## src/rtl/gif_playback_ctrl_if.sv

```systemverilog
// rtl/gif_playback_ctrl_if.sv - signal bundle between the GIF screen sequencer and its surroundings
interface gif_playback_ctrl_if #(
    parameter int FIDX_W = 3
);
    logic              framebufferClk;
    logic              enable;
    logic              touch_valid;
    logic [8:0]        touch_x;
    logic [8:0]        touch_y;
    logic              quit_ack;
    logic [8:0]        game_x;
    logic [8:0]        game_y;
    logic              frame_start;
    logic [FIDX_W-1:0] frame_idx;
    logic              playing;
    logic              quit_req;

    modport master (
        output framebufferClk, enable, touch_valid, touch_x, touch_y, quit_ack,
        input  game_x, game_y, frame_start, frame_idx, playing, quit_req
    );

    modport slave (
        input  framebufferClk, enable, touch_valid, touch_x, touch_y, quit_ack,
        output game_x, game_y, frame_start, frame_idx, playing, quit_req
    );
endinterface

```

## src/rtl/gif_playback_ctrl.sv

```systemverilog
// rtl/gif_playback_ctrl.sv - GIF screen sequencer: scan tracking, frame stepping, play/pause and quit
module gif_playback_ctrl #(
    parameter int LCD_W       = 240,
    parameter int LCD_H       = 320,
    parameter int NUM_FRAMES  = 8,
    parameter int FIDX_W      = 3,
    parameter int FRAME_DELAY = 6,
    parameter int QUIT_X0     = 120,
    parameter int QUIT_X1     = 200,
    parameter int QUIT_Y0     = 10,
    parameter int QUIT_Y1     = 40,
    parameter int BOX_X0      = 0,
    parameter int BOX_X1      = 319,
    parameter int BOX_Y0      = 50,
    parameter int BOX_Y1      = 229
) (
    input  logic                clk,
    input  logic                reset_n,
    gif_playback_ctrl_if.slave  bus
);

    typedef enum logic [2:0] {S_IDLE, S_ARM, S_PLAY, S_PAUSE, S_QUIT} state_t;

    localparam int DCNT_W = (FRAME_DELAY > 1) ? $clog2(FRAME_DELAY) : 1;

    localparam logic [8:0]        X_LAST    = 9'(LCD_W - 1);
    localparam logic [8:0]        Y_LAST    = 9'(LCD_H - 1);
    localparam logic [FIDX_W-1:0] FIDX_LAST = FIDX_W'(NUM_FRAMES - 1);
    localparam logic [DCNT_W-1:0] DCNT_LAST = DCNT_W'(FRAME_DELAY - 1);
    localparam logic [8:0]        QX0 = 9'(QUIT_X0);
    localparam logic [8:0]        QX1 = 9'(QUIT_X1);
    localparam logic [8:0]        QY0 = 9'(QUIT_Y0);
    localparam logic [8:0]        QY1 = 9'(QUIT_Y1);
    localparam logic [8:0]        BX0 = 9'(BOX_X0);
    localparam logic [8:0]        BX1 = 9'(BOX_X1);
    localparam logic [8:0]        BY0 = 9'(BOX_Y0);
    localparam logic [8:0]        BY1 = 9'(BOX_Y1);

    // Inclusive range test; a value below lo wraps to a large offset and fails.
    function automatic logic in_range(input logic [8:0] v, input logic [8:0] lo,
                                      input logic [8:0] hi);
        return 9'(v - lo) <= 9'(hi - lo);
    endfunction

    logic [8:0]        scan_x;
    logic [8:0]        scan_y;
    logic              fbclk_d;
    logic              touch_d;
    logic              frame_start_q;
    state_t            state;
    state_t            state_nx;
    logic [FIDX_W-1:0] frame_idx;
    logic [FIDX_W-1:0] fidx_nx;
    logic [DCNT_W-1:0] delay_cnt;
    logic [DCNT_W-1:0] dcnt_nx;

    logic fb_rise;
    logic scan_wrap;
    logic press;
    logic hit_quit;
    logic hit_box;

    assign fb_rise   = bus.framebufferClk & ~fbclk_d;
    assign scan_wrap = fb_rise && (scan_x == X_LAST) && (scan_y == Y_LAST);
    assign press     = bus.touch_valid & ~touch_d;
    assign hit_quit  = press && in_range(bus.touch_x, QX0, QX1) && in_range(bus.touch_y, QY0, QY1);
    assign hit_box   = press && !hit_quit
                       && in_range(bus.touch_x, BX0, BX1) && in_range(bus.touch_y, BY0, BY1);

    always_ff @(posedge clk or negedge reset_n) begin
        if (!reset_n) begin
            scan_x        <= '0;
            scan_y        <= '0;
            fbclk_d       <= 1'b0;
            touch_d       <= 1'b0;
            frame_start_q <= 1'b0;
            state         <= S_IDLE;
            frame_idx     <= '0;
            delay_cnt     <= '0;
        end else begin
            fbclk_d       <= bus.framebufferClk;
            touch_d       <= bus.touch_valid;
            frame_start_q <= scan_wrap;
            if (fb_rise) begin
                if (scan_x == X_LAST) begin
                    scan_x <= '0;
                    scan_y <= (scan_y == Y_LAST) ? 9'd0 : scan_y + 9'd1;
                end else begin
                    scan_x <= scan_x + 9'd1;
                end
            end
            state     <= state_nx;
            frame_idx <= fidx_nx;
            delay_cnt <= dcnt_nx;
        end
    end

    always_comb begin
        state_nx = state;
        fidx_nx  = frame_idx;
        dcnt_nx  = delay_cnt;
        case (state)
            S_IDLE:  if (bus.enable) state_nx = S_ARM;
            S_ARM:   if (frame_start_q) state_nx = S_PLAY;
            S_PLAY: begin
                if (frame_start_q) begin
                    if (delay_cnt == DCNT_LAST) begin
                        dcnt_nx = '0;
                        fidx_nx = (frame_idx == FIDX_LAST) ? '0 : frame_idx + FIDX_W'(1);
                    end else begin
                        dcnt_nx = delay_cnt + DCNT_W'(1);
                    end
                end
                if (hit_quit)     state_nx = S_QUIT;
                else if (hit_box) state_nx = S_PAUSE;
            end
            S_PAUSE: begin
                if (hit_quit)     state_nx = S_QUIT;
                else if (hit_box) state_nx = S_PLAY;
            end
            S_QUIT:  if (bus.quit_ack) state_nx = S_IDLE;
            default: state_nx = S_IDLE;
        endcase
        // The quit handshake must finish before a disable can take effect.
        if (!bus.enable && state != S_QUIT) state_nx = S_IDLE;
        if (state_nx == S_IDLE) begin
            fidx_nx = '0;
            dcnt_nx = '0;
        end
    end

    assign bus.game_x      = scan_y;
    assign bus.game_y      = X_LAST - scan_x;
    assign bus.frame_start = frame_start_q;
    assign bus.frame_idx   = frame_idx;
    assign bus.playing     = (state == S_PLAY);
    assign bus.quit_req    = (state == S_QUIT);

endmodule

```

## src/flat_wrapper.sv

```systemverilog
// flat-port wrapper written by rule: the top's interface ports become plain ports
module gif_playback_ctrl_flat 
#(
    parameter int LCD_W       = 240,
    parameter int LCD_H       = 320,
    parameter int NUM_FRAMES  = 8,
    parameter int FIDX_W      = 3,
    parameter int FRAME_DELAY = 6,
    parameter int QUIT_X0     = 120,
    parameter int QUIT_X1     = 200,
    parameter int QUIT_Y0     = 10,
    parameter int QUIT_Y1     = 40,
    parameter int BOX_X0      = 0,
    parameter int BOX_X1      = 319,
    parameter int BOX_Y0      = 50,
    parameter int BOX_Y1      = 229
)
  (clk, reset_n, bus_framebufferClk, bus_enable, bus_touch_valid, bus_touch_x, bus_touch_y, bus_quit_ack, bus_game_x, bus_game_y, bus_frame_start, bus_frame_idx, bus_playing, bus_quit_req);
  gif_playback_ctrl_if #(.FIDX_W(FIDX_W)) bus_i ();
  input  logic clk;
  input  logic reset_n;
  input wire logic [$bits(bus_i.framebufferClk)-1:0] bus_framebufferClk;
  input wire logic [$bits(bus_i.enable)-1:0] bus_enable;
  input wire logic [$bits(bus_i.touch_valid)-1:0] bus_touch_valid;
  input wire logic [$bits(bus_i.touch_x)-1:0] bus_touch_x;
  input wire logic [$bits(bus_i.touch_y)-1:0] bus_touch_y;
  input wire logic [$bits(bus_i.quit_ack)-1:0] bus_quit_ack;
  output wire logic [$bits(bus_i.game_x)-1:0] bus_game_x;
  output wire logic [$bits(bus_i.game_y)-1:0] bus_game_y;
  output wire logic [$bits(bus_i.frame_start)-1:0] bus_frame_start;
  output wire logic [$bits(bus_i.frame_idx)-1:0] bus_frame_idx;
  output wire logic [$bits(bus_i.playing)-1:0] bus_playing;
  output wire logic [$bits(bus_i.quit_req)-1:0] bus_quit_req;
  assign bus_i.framebufferClk = bus_framebufferClk;
  assign bus_i.enable = bus_enable;
  assign bus_i.touch_valid = bus_touch_valid;
  assign bus_i.touch_x = bus_touch_x;
  assign bus_i.touch_y = bus_touch_y;
  assign bus_i.quit_ack = bus_quit_ack;
  assign bus_game_x = bus_i.game_x;
  assign bus_game_y = bus_i.game_y;
  assign bus_frame_start = bus_i.frame_start;
  assign bus_frame_idx = bus_i.frame_idx;
  assign bus_playing = bus_i.playing;
  assign bus_quit_req = bus_i.quit_req;
  gif_playback_ctrl #(.LCD_W(LCD_W), .LCD_H(LCD_H), .NUM_FRAMES(NUM_FRAMES), .FIDX_W(FIDX_W), .FRAME_DELAY(FRAME_DELAY), .QUIT_X0(QUIT_X0), .QUIT_X1(QUIT_X1), .QUIT_Y0(QUIT_Y0), .QUIT_Y1(QUIT_Y1), .BOX_X0(BOX_X0), .BOX_X1(BOX_X1), .BOX_Y0(BOX_Y0), .BOX_Y1(BOX_Y1)) u_core (.clk(clk), .reset_n(reset_n), .bus(bus_i));
endmodule
```

## config.mk

```make
export PLATFORM = sky130hd
export DESIGN_NAME = gif_playback_ctrl_flat
export DESIGN_NICKNAME = d
export VERILOG_FILES = /design/src/rtl/gif_playback_ctrl_if.sv /design/src/rtl/gif_playback_ctrl.sv /design/src/flat_wrapper.sv
export SDC_FILE = /design/constraint.sdc
export NUM_CORES = 1
export LEC_CHECK = 0
export CAP_MARGIN = 20
export CORE_ASPECT_RATIO = 0.6
export CORE_MARGIN = 2
export CORE_UTILIZATION = 43
export DETAILED_ROUTE_END_ITERATION = 8
export HOLD_SLACK_MARGIN = 0.05
export PLACE_DENSITY = 0.67
export SLEW_MARGIN = 10
export SYNTH_ARGS = -nofsm -noshare
export SYNTH_HDL_FRONTEND = slang
export SYNTH_SLANG_ARGS = --single-unit
```

## constraint.sdc

```tcl
create_clock -name clk -period 3.09 [get_ports clk]
set_clock_uncertainty 0.05 [all_clocks]
set_input_delay 0.7725 -clock clk [delete_from_list [all_inputs] [get_ports clk]]
set_output_delay 0.7725 -clock clk [all_outputs]
set_load 0.05 [all_outputs]
```

Word level (Yosys, flattened, before mapping)
Index checks and enable logic that the tools add are counted.
{ "op_classes": {"addsub": 8, "order_cmp": 4, "bitwise_logic": 4, "n_eq_ne": 9, "reduce_logical": 18, "mux": 20} }
{ "ops": {"columns": ["op", "n"], "rows": [
  ["$mux 3", 17],
  ["$add 9x1->9 const B", 2],
  ["$mux 9", 2],
  ["$pmux 3 s5", 1],
  ["$eq 3x3->1 const B", 3],
  ["$eq 9x8->1 const B", 1],
  ["$eq 9x9->1 const B", 1],
  ["$le 9x5->1 const B", 1],
  ["$le 9x7->1 const B", 1],
  ["$le 9x8->1 const B", 1],
  ["$le 9x9->1 const B", 1],
  ["$sub 8x9->9 const A", 1],
  ["$sub 9x4->9 const B", 1],
  ["$sub 9x6->9 const B", 1],
  ["$sub 9x7->9 const B", 1],
  ["$logic_and 1x1->1", 8],
  ["$add 3x1->3 const B", 2],
  ["$eq 3x2->1 const B", 2],
  ["$logic_not 3->1", 2],
  ["$reduce_bool 2->1", 3],
  ["$reduce_and 2->1", 2],
  ["$eq 3x1->1 const B", 1],
  ["$ne 3x3->1 const B", 1],
  ["$reduce_and 3->1", 1],
  ["other kinds (3)", 6]
]} }
{ "totals": {"elab_cells": 71, "reg_bits": 30, "output_inout_bits": 24, "inputBits": 24} }

Logic depth before layout (Yosys ltp)
Gate-level depths: netlist of run 1.
{ "logic_depth": {"ltp_word": 15, "ltp_mapped": 9, "mapped_depth_nobuf": 9} }

Least setup slack after synthesis of run 1
No wires, ideal clock.
{ "synth_path": {"kind": "reg2reg", "start": "reg u_core.state[1]", "end": "reg u_core.frame_idx[0] (netlist: u_core.bus.frame_idx[0])", "path_stages_with_launch": 8, "required_time_ps": 2967, "path_slack_ps": 317, "arrival_ps": 2650, "path_buffers": 0, "synth_period_minus_slack_ps": 2773, "setup_ps": 73, "cell_sequence": "dfrtp_1 > nor3b_1 > nand3_1 > nor2_1 > nand2_1 > nor3_1 > a21oi_1 > nor2_1"} }
{ "synth_between": {"elab_cells_between_ends": 22, "classes_between": "eq/ne (5); mux (10); reduce/logical (7)"} }
{ "synth_lines": {"columns": ["element", "line", "source"], "rows": [
  ["start: declaration", "gif_playback_ctrl.sv:50", "state_t state;"],
  ["start signal: assignment", "gif_playback_ctrl.sv:92", "state <= state_nx;"],
  ["$eq 3x2->1 (*)", null, null],
  ["named net bus_playing", "flat_wrapper.sv:32", "output wire logic [$bits(bus_i.playing)-1:0] bus_playing;"],
  ["$pmux 3 s5", "gif_playback_ctrl.sv:102", "case (state)"],
  ["$mux 3", "gif_playback_ctrl.sv:125", "if (!bus.enable && state != S_QUIT) state_nx = S_IDLE;"],
  ["$logic_not 3->1", "gif_playback_ctrl.sv:126", "if (state_nx == S_IDLE) begin"],
  ["$reduce_bool 2->1 (no source line)", null, null],
  ["$reduce_and 3->1 (no source line)", null, null],
  ["end signal: assignment", "gif_playback_ctrl.sv:93", "frame_idx <= fidx_nx;"],
  ["end: declaration", "gif_playback_ctrl.sv:52", "logic [FIDX_W-1:0] frame_idx;"]
]} }
The timed path passes the listed nets; every way through them passes the cells marked *.
A chain may end at the register's enable or synchronous reset.

Worst setup path after layout of run 1
{ "layout_path": {"start": "reg u_core.state[1]", "end": "out bus_playing"} }
{ "layout_between": {"elab_chain_cells": 1} }
{ "layout_rtl": {"columns": ["element", "line", "source"], "rows": [
  ["$eq 3x2->1", "gif_playback_ctrl.sv:136", "assign bus.playing = (state == S_PLAY);"],
  ["end: declaration", "flat_wrapper.sv:32", null]
]} }
No other way between the ends.

==> flow_metrics.py, run 1 <==
metrics = {
    "grt": {
        "grt_max_degree": 31,
        "antenna_found_initial": 0,
        "grt_pass1_vias": 1668,
        "grt_pass1_wl_um": 8045,
        "grt_usage_pct": 19.55,
        "gr-total-overflow": 0,
    },
    "synth": {
        "synthXorXnorAreaFrac_pct": 9.130,
        "synthMuxAreaShare_pct": 1.491,
        "syn_nets": 264,
        "syn_area_um2": 2014,
        "syn_area_per_cell_um2": 8.758,
        "synthFlopType": "dfrtp_1",
        "yosysTopAreaCellShare_pct": 37.27,
        "synthAdderAreaFrac_pct": 6.211,
        "synth.distinct_cells": 50,
        "postSynthCellCount": 230,
        "ys_ff_latch": 30,
        "synth_top_area_cell": "dfrtp_1",
        "yosysWarnings": 0,
        "synth_top_family_by_area": "simple AND/OR/NAND/NOR gates",
        "synth_edf_count": 0,
        "ys_top_cells_by_area": "dfrtp_1, xnor2_1, ha_1, nand2_1, nand3_1",
        "async_flop_share_pct": 100.0,
        "synth-simple-area-share_pct": 24.29,
        "synth_compound_area_share_pct": 16.40,
        "yosysSeqAreaShare_pct": 37.27,
    },
    "floorplanning": {
        "core_area_um2": 4541,
        "die-area_um2": 5266,
        "io_pins": 48,
        "num_rows": 19,
        "start_util_pct": 44.36,
        "die_w_um": 92.36,
        "fp.dieH_um": 57.02,
    },
    "setup_path": {
        "crit_path_end_kind": "output port",
        "path_cells": "nor3b_1, clkdlybuf4s50_1",
        "max_stage_delay_ps": 890,
        "critPathBufInv": 1,
        "required_ps": 2270,
        "arrival_ps": 2070,
        "critPathSlowestCell": "clkdlybuf4s50_1",
        "crit_type": "flip-flop to output port",
        "startpoint_type": "flip-flop",
        "crit_fanout": 8,
        "crit_family": "buffers and inverters",
    },
    "timing": {
        "period_share_pct": 93.68,
        "clock.fmax_mhz": 345.5,
        "hold_violations": 0,
        "drv_slew": 0,
        "slew-limit-headroom_pct": 58.84,
        "rsz0062_at_grt": "false",
        "tightest_slew_ps": 612.7,
        "fin_tns_setup_ps": 0,
        "setup_violations": 0,
        "final.min_clock_period_ps": 2895,
    },
    "clocking": {
        "ctsHtreeMaxLevel": 2,
        "cts.sinks": 30,
        "clk_latency_ps": 290,
        "cts_root_buf": "clkbuf_8",
        "ctsHoldBuffers": 0,
        "cts_tree": "done",
        "cts_buffers": 5,
        "clk_pin_slew_ps": 60,
        "cts.path.max_buffers": 2,
    },
    "place": {
        "gp_congestion": 0.8486,
        "io_buffers": 47,
        "place.detailed.hpwl_um": 3617,
    },
    "pwr": {
        "leakage_nw": 1.168,
        "ir_worst_vdd_uv": 594.3,
        "power_density_nw_per_um2": 559.4,
        "fin_total_pwr_w": 0.001507,
    },
    "layout": {
        "nNetsFinal": 314,
        "diodes": 0,
        "area_delta_synth_final_pct": 33.73,
        "layout-drive-gt1-share_pct": 6.406,
        "final_util_pct": 59.33,
    },
    "hold_path": {
        "hold_class": "flip-flop to flip-flop",
    },
    "status": {
        "outcome": "finished clean",
    },
    "detailed_routing": {
        "wirelength_um": 4750,
        "vias": 1826,
        "first_iter_violations": 110,
        "post-route-drc-count": 0,
        "dr.pass1.iters": 4,
        "vias_per_cell": 5.308,
        "routedWlPerCell_um": 13.81,
        "final_antenna_net_count": 0,
    },
    "job": {
        "maxCapViolations": 0,
    },
}
## layout by cell type, fill, tap and decap left out, types with 4 or more instances in the layout
| cell type | n |
|---|---|
| nor2_1 | 19 |
| nor3_1 | 6 |
| o21ai_0 | 14 |
| nand3_1 | 15 |
| clkdlybuf4s50_1 | 46 |
| ha_1 | 10 |
| nand4_1 | 4 |
| inv_1 | 16 |
| nand2_1 | 21 |
| clkbuf_8 | 6 |
| a21oi_1 | 11 |
| buf_4 | 4 |
| xor2_1 | 6 |
| dfrtp_1 | 30 |
| xnor2_1 | 15 |
| nand2b_1 | 4 |
| and3_1 | 4 |
## cells in the mapped netlist (3+ instances only)
cell      count
mux2i_1       3
nand2_1      21
nor2_1       19
a31oi_1       3
buf_2         3
ha_1         10
o22ai_1       3
xor2_1        6
nor3b_1       3
nand3_1      15
dfrtp_1      30
xnor2_1      15
nor3_1        6
a21boi_0      3
and3_1        4
inv_1        16
nand4_1       4
a21oi_1      11
o21ai_0      14
nand2b_1      4
## flip-flops by register name, summed over array words and instances (netlist names)
name and cells:
u_core.state 3, u_core.fbclk_d 1, u_core.delay_cnt 3, u_core.touch_d 1
u_core.bus.frame_start 1, u_core.scan_x 9, u_core.bus.game_x 9, u_core.bus.frame_idx 3
## power breakdown
group	leakage [nW]	total [W]	internal [W]	switching, W
logic	0.706	0.000505	0.000188	0.000317
clock network	0.0714	0.000496	0.000344	0.000152
registers	0.390	0.000506	0.000438	0.0000675
## cell families (layout without fill, tap and decap cells)
kind of cell | after synthesis | count (layout)
DFF | 30 | 30
and+or+nand+nor | 91 | 91
buffers and inverters | 24 | 75
muxes | 3 | 3
xor gates and xnor gates | 21 | 21
adders and majority gates | 10 | 10
AOI/OAI and AO/OA | 51 | 51
## layer usage
| metal | vias to the layer above | GRT usage (%) | wire [um] | share of wire, % |
|---|---|---|---|---|
| met1 | 842 | 31.61 | 2611 | 55 |
| li1 | 921 | - | - | - |
| met3 | 7 | 5.020 | 327 | 6.9 |
| met2 | 56 | 24.50 | 1741 | 37 |
| met5 | - | 0 | 0 | 0 |
| met4 | 0 | 7.036 | 69 | 1.5 |
## per-stage QoR
step                      cells  cell area [um2]  worst slack (ps)  hold slack [ps]
after floorplan             230             2014             317.3            426.9
after global placement      336             2549             174.3            450.1
after detailed placement    336             2549             37.87            462.8
after CTS                   344             2691             98.12            471.3
after global routing        344             2694             101.9            492.7
final                       344             2694             195.3            469.6
## path summary, 6_finish.rpt
path / endpoint / startpoint / depth (start not counted) / slack, ps
min reg2reg: u_core.bus.game_x[2] / u_core.bus.game_x[2] / 1 / 470
min: u_core.bus.game_x[2] / u_core.bus.game_x[2] / 1 / 470
max: bus_playing / u_core.state[1] / 2 / 200
max in group asynchronous: u_core.bus.game_x[2] / reset_n / 2 / 1890
min in group asynchronous: u_core.bus.game_x[8] / reset_n / 2 / 810
max reg2reg: u_core.bus.game_x[7] / u_core.scan_x[4] / 8 / 1000
## layout make-up
cell class / instances / area (um2)
Tap cell: 63 / 78.83
Inverter: 16 / 60.06
Timing Repair Buffer: 51 / 503.0
Clock buffer: 6 / 82.58
Sequential cell: 30 / 750.7
Fill cell: 401 / 1847
Multi-Input combinational cell: 176 / 1159
Clock inverter: 2 / 60.06
## worst register-to-register path, delay by kind of cell, from the launching register on
kind / cells / cell delay (ps)
XOR/XNOR: 1 / 140
flip-flops: 1 / 480
AND/OR/NAND/NOR: 5 / 1050
adder cells (fa/ha/maj): 1 / 180
buffers and inverters: 1 / 100
## what timing repair did
| item | in CTS | in global routing |
|---|---|---|
| endpoints found under the setup margin | 0 | 1 |
| buffers inserted | 0 | 0 |
| gates resized for setup | 0 | 1 |
Power figures use the tool's default switching activity.
==> run 2: changes to the inputs <==
Settings changed: CORE_ASPECT_RATIO 0.6 to not set.
==> run 2 against run 1 <==
Routed wire length down 9.8%; clock power decreased by 34%; register-to-register slack gained 100 ps; sequential power shrank 1%; final area is 2.5% lower; global-route usage decreased by 1.8 points; first-iteration DRC count decreased by 31%; critical path depth rose by 2; combinational power fell by 2%; final cell count decreased by 3.2%; power is 12% lower; setup slack got worse by 37 ps.
==> flow_metrics.py, run 2 (synthesized netlist as in run 1, its figures left out) <==
metrics = {
    "place": {
        "io_buffers": 47,
        "placed_area_um2": 2535,
        "place.detailed.hpwl_um": 3185,
        "gp_congestion": 0.8109,
    },
    "layout": {
        "fin_area_um2": 2626,
        "final_util_pct": 59.09,
        "final_common_cell": "clkdlybuf4s50_1",
        "area_delta_synth_final_pct": 30.37,
        "diodes": 0,
        "nNetsFinal": 314,
        "layout-drive-gt1-share_pct": 6.050,
        "layout_common_cells": "clkdlybuf4s50_1, dfrtp_1, nand2_1",
    },
    "detailed_routing": {
        "first_iter_violations": 76,
        "post-route-drc-count": 0,
        "routedWlPerCell_um": 12.87,
        "dr.pass1.iters": 4,
        "final_antenna_net_count": 0,
        "vias": 1796,
        "wirelength_um": 4286,
        "vias_per_cell": 5.393,
    },
    "setup_path": {
        "startpoint_type": "flip-flop",
        "crit_type": "flip-flop to output port",
        "required_ps": 2270,
        "crit_fanout": 7,
        "reg2reg_from": "u_core.scan_x[4]",
        "crit_start": "u_core.scan_x[4]",
        "crit_path_end_kind": "output port",
        "r2r_cells": 8,
        "arrival_ps": 2110,
    },
    "hold_path": {
        "hold_depth": 1,
        "hold_class": "flip-flop to flip-flop",
        "min-delay-start": "u_core.bus.game_x[2]",
    },
    "timing": {
        "slew-limit-headroom_pct": 62.51,
        "holdWs_ps": 465.1,
        "clock.fmax_mhz": 341.1,
        "hold_violations": 0,
        "period_share_pct": 94.88,
        "drv_slew": 0,
        "fin_tns_setup_ps": 0,
        "tightest_slew_ps": 558.1,
        "setup_violations": 0,
        "final.min_clock_period_ps": 2932,
        "rsz0062_at_grt": "false",
    },
    "clocking": {
        "clk_pin_slew_ps": 60,
        "cts_setup_buffers": 0,
        "cts.sinks": 30,
        "ctsHtreeMaxLevel": 2,
        "cts_buffers": 5,
        "post_cts_resized": 0,
        "cts_tree": "done",
        "cts.path.max_buffers": 2,
        "cts_root_buf": "clkbuf_8",
        "ctsHoldBuffers": 0,
        "clk_latency_ps": 290,
    },
    "floorplanning": {
        "fp.dieH_um": 72.45,
        "start_util_pct": 45.33,
        "core_area_um2": 4444,
        "die-area_um2": 5248,
        "die_w_um": 72.45,
        "num_rows": 24,
        "io_pins": 48,
    },
    "status": {
        "outcome": "finished clean",
    },
    "grt": {
        "grt_usage_pct": 17.80,
        "grt_pass1_vias": 1618,
        "gr-total-overflow": 0,
        "grt_pass1_wl_um": 7272,
        "grt_max_degree": 31,
        "antenna_found_initial": 0,
    },
    "pwr": {
        "power_frac_comb_pct": 37.5,
        "p_seq_share_pct": 37.7,
        "switching_power_w": 0.0005189,
        "power_density_nw_per_um2": 504.4,
        "intPower_w": 0.0008057,
        "fin_total_pwr_w": 0.001325,
        "leakage_nw": 1.126,
        "p_sw_share_pct": 39.17,
        "clockPowerShare_pct": 24.8,
        "ir_worst_vdd_uv": 474.4,
    },
    "job": {
        "maxCapViolations": 0,
    },
}
==> run 2: changes by cell type in the layout (fill, tap and decap cells not counted), sizes merged <==
cell | before | now
bufinv | 2 | 0
clkbuf | 6 | 7
clkdlybuf4s50 | 46 | 47
clkinv | 0 | 1
dlymetal6s2s | 1 | 0
==> run 2: through the flow <==
stage | worst slack (ps) | cells
after CTS | 140.4 | 333
after global routing | 26.97 | 333
after global placement | 202.6 | 325
after detailed placement | 161.8 | 325
after floorplan | 317.3 | 230
final | 158.1 | 333
==> run 2: path summary, 6_finish.rpt <==
check                                             to  slack (ps)
worst max-delay path                   bus_game_y[8]         160
worst min-delay path            u_core.bus.game_x[2]         470
worst max register to register  u_core.bus.game_x[7]        1100
worst min register to register  u_core.bus.game_x[2]         470
max in group asynchronous           u_core.scan_x[0]        1890
min in group asynchronous       u_core.bus.game_x[4]         820
==> run 2: power by group through the flow <==
stage               Clock (W)  Sequential [W]  Combinational [W]
global placement            0        0.000505           0.000493
global route         0.000359        0.000508           0.000531
CTS                  0.000343        0.000498           0.000501
floorplan                   0        0.000490           0.000345
detailed placement          0        0.000504           0.000497
finish               0.000329        0.000500           0.000496
==> run 2: layout make-up <==
type                       instances  area (um2)
clock buffer                       7       86.33
timing repair buffer              51       500.5
sequential                        30       750.7
clock inverter                     1       5.005
inverter                          16       60.06
fill                             407        1818
multi-input combinational        176        1159
tap                               52       65.06
==> run 2: metal layers <==
metal  wire, um  vias to the layer above  share of wire, %  GRT usage [%]
li1           -                      924                 -              -
met1       2099                      829                49          23.93
met2       1905                       35                44          27.12
met3        186                        8               4.3          3.611
met4         95                        0               2.2          9.259
met5          0                        -                 0              0
==> run 2: worst max-delay path: stages, from the launching register on <==
cell	delay, ps
dfrtp_1	480
ha_1	270
nand3_1	110
xnor2_1	150
clkdlybuf4s50_1	820
==> run 3: changes to the inputs <==
Settings changed: PLACE_DENSITY 0.67 to 0.79.
==> run 3 against run 2 <==
Final cell count unchanged; critical path depth down 1; fmax up 3.7%; largest power group unchanged; worst hold slack worse by 5.8 ps; core utilization down 0.11 points; final area down 0.19%; register-to-register slack about the same; critical path type unchanged; sequential power about the same; combinational power about the same; routed wire length up 2.3%.
==> flow_metrics.py, run 3 (synthesized netlist as in run 1, its figures left out) <==
metrics = {
    "clocking": {
        "ctsHtreeMaxLevel": 2,
        "cts.sinks": 30,
        "cts_tree": "done",
        "cts.path.max_buffers": 2,
        "cts_root_buf": "clkbuf_8",
        "clk_latency_ps": 280,
        "clk_pin_slew_ps": 60,
        "cts_buffers": 5,
        "ctsHoldBuffers": 0,
    },
    "pwr": {
        "clockPowerShare_pct": 22.6,
        "intPower_w": 0.0007810,
        "ir_worst_vdd_uv": 515.7,
        "power_density_nw_per_um2": 492.0,
        "p_seq_share_pct": 38.8,
        "switching_power_w": 0.0005086,
        "p_sw_share_pct": 39.44,
        "leakage_nw": 1.139,
        "power_frac_comb_pct": 38.5,
    },
    "setup_path": {
        "r2r_cells": 8,
        "reg2reg_from": "u_core.scan_x[4]",
        "crit_type": "flip-flop to output port",
        "required_ps": 2270,
        "max_stage_delay_ps": 820,
        "critPathSlowestCell": "clkdlybuf4s50_1",
        "critPathBufInv": 1,
        "crit_fanout": 7,
        "path_cells": "ha_1, xnor2_1, clkdlybuf4s50_1",
        "startpoint_type": "flip-flop",
        "arrival_ps": 2000,
        "crit_family": "buffers and inverters",
        "rr_endpoint": "u_core.bus.game_x[7]",
        "reg2reg_slack_ps": 1100,
        "crit_path_end_kind": "output port",
    },
    "hold_path": {
        "hold_depth": 1,
        "worstHoldEndpoint": "u_core.bus.game_x[4]",
        "min-delay-start": "u_core.bus.game_x[4]",
        "hold_class": "flip-flop to flip-flop",
    },
    "layout": {
        "finalNonFillerCells": 333,
        "final_common_cell": "clkdlybuf4s50_1",
        "diodes": 0,
        "fillers": 422,
        "area_delta_synth_final_pct": 30.12,
        "layout-drive-gt1-share_pct": 5.694,
        "layout_common_cells": "clkdlybuf4s50_1, dfrtp_1, nand2_1",
        "nNetsFinal": 315,
    },
    "timing": {
        "hold_violations": 0,
        "final.setup.worst_slack_ps": 263.7,
        "clock.fmax_mhz": 353.8,
        "rsz0062_at_grt": "false",
        "slew-limit-headroom_pct": 62.93,
        "drv_slew": 0,
        "period_share_pct": 91.47,
        "tightest_slew_ps": 551.8,
        "holdWs_ps": 459.3,
        "fin_tns_setup_ps": 0,
        "setup_violations": 0,
        "final.min_clock_period_ps": 2826,
    },
    "detailed_routing": {
        "wirelength_um": 4383,
        "vias_per_cell": 5.357,
        "post-route-drc-count": 0,
        "dr.pass1.iters": 4,
        "vias": 1784,
        "routedWlPerCell_um": 13.16,
        "final_antenna_net_count": 0,
        "first_iter_violations": 58,
    },
    "grt": {
        "grt_max_degree": 31,
        "grt_pass1_wl_um": 7562,
        "grt_usage_pct": 18.15,
        "grt_pass1_vias": 1739,
        "antenna_found_initial": 0,
        "gr-total-overflow": 0,
    },
    "floorplanning": {
        "die-area_um2": 5248,
        "fp.dieH_um": 72.45,
        "num_rows": 24,
        "core_area_um2": 4444,
        "die_w_um": 72.45,
        "io_pins": 48,
        "start_util_pct": 45.33,
    },
    "place": {
        "place.detailed.hpwl_um": 3270,
        "dp_cells": 326,
        "pre_cts_slack_ps": 63.33,
        "io_buffers": 47,
        "gp_congestion": 0.8726,
    },
    "job": {
        "maxCapViolations": 0,
    },
    "status": {
        "outcome": "finished clean",
    },
}
## run 3: power groups by stage
stage          Sequential, W  Clock (W)  Combinational [W]
6_report            0.000501   0.000292           0.000497
5_1_grt             0.000512   0.000321           0.000534
4_1_cts             0.000500   0.000303           0.000501
3_5_place_dp        0.000504          0           0.000499
3_3_place_gp        0.000502          0           0.000493
2_1_floorplan       0.000490          0           0.000345
## run 3: final cells by class
type                       count  area, um2  area share (%)
timing repair buffer          52      510.5           19.47
sequential                    30      750.7           28.64
inverter                      16      60.06           2.291
multi-input combinational    176       1159           44.20
clock buffer                   7      76.32           2.912
tap                           52      65.06           2.482
## run 3: stage by stage
stage | area, um2 | total power [W] | utilization (%)
after floorplan | 2014 | 0.0008351 | -
after global placement | 2542 | 0.0009953 | 57.21
after detailed placement | 2542 | 0.001002 | 57.21
after CTS | 2619 | 0.001305 | 58.92
after global routing | 2621 | 0.001367 | 58.98
final | 2621 | 0.001290 | 58.98
## run 3: worst register-to-register path, cell delays in order, from the launching register on
cell	delay (ps)
dfrtp_1	470
inv_1	90
ha_1	150
and4b_1	260
and2_4	200
and4_4	240
and3_4	190
nand3_1	90
xnor2_1	130
## run 3: worst max path at each step
stage                                    to  slack, ps  cells past startpoint              from
global placement            u_core.state[0]        130                     10    bus_touch_y[1]
global route                    bus_playing        120                      2   u_core.state[1]
floorplan           u_core.bus.frame_idx[0]        320                      7   u_core.state[1]
detailed placement          u_core.state[0]         60                     10    bus_touch_y[2]
finish                        bus_game_y[6]        260                      3  u_core.scan_x[4]
CTS                           bus_game_y[8]        130                      4  u_core.scan_x[4]
## run 3: layer usage
layer / global-route usage (%) / share of wire, %
met5: 0 / 0
met4: 4.938 / 0.80
met3: 4.861 / 5.3
met2: 31.19 / 47
met1: 22.56 / 47
## run 3: repair_timing
action	4_1_cts	5_1_grt
resized for setup	0	1
hold endpoints to repair	0	0
buffers inserted	0	0
endpoints found under the setup margin	0	1
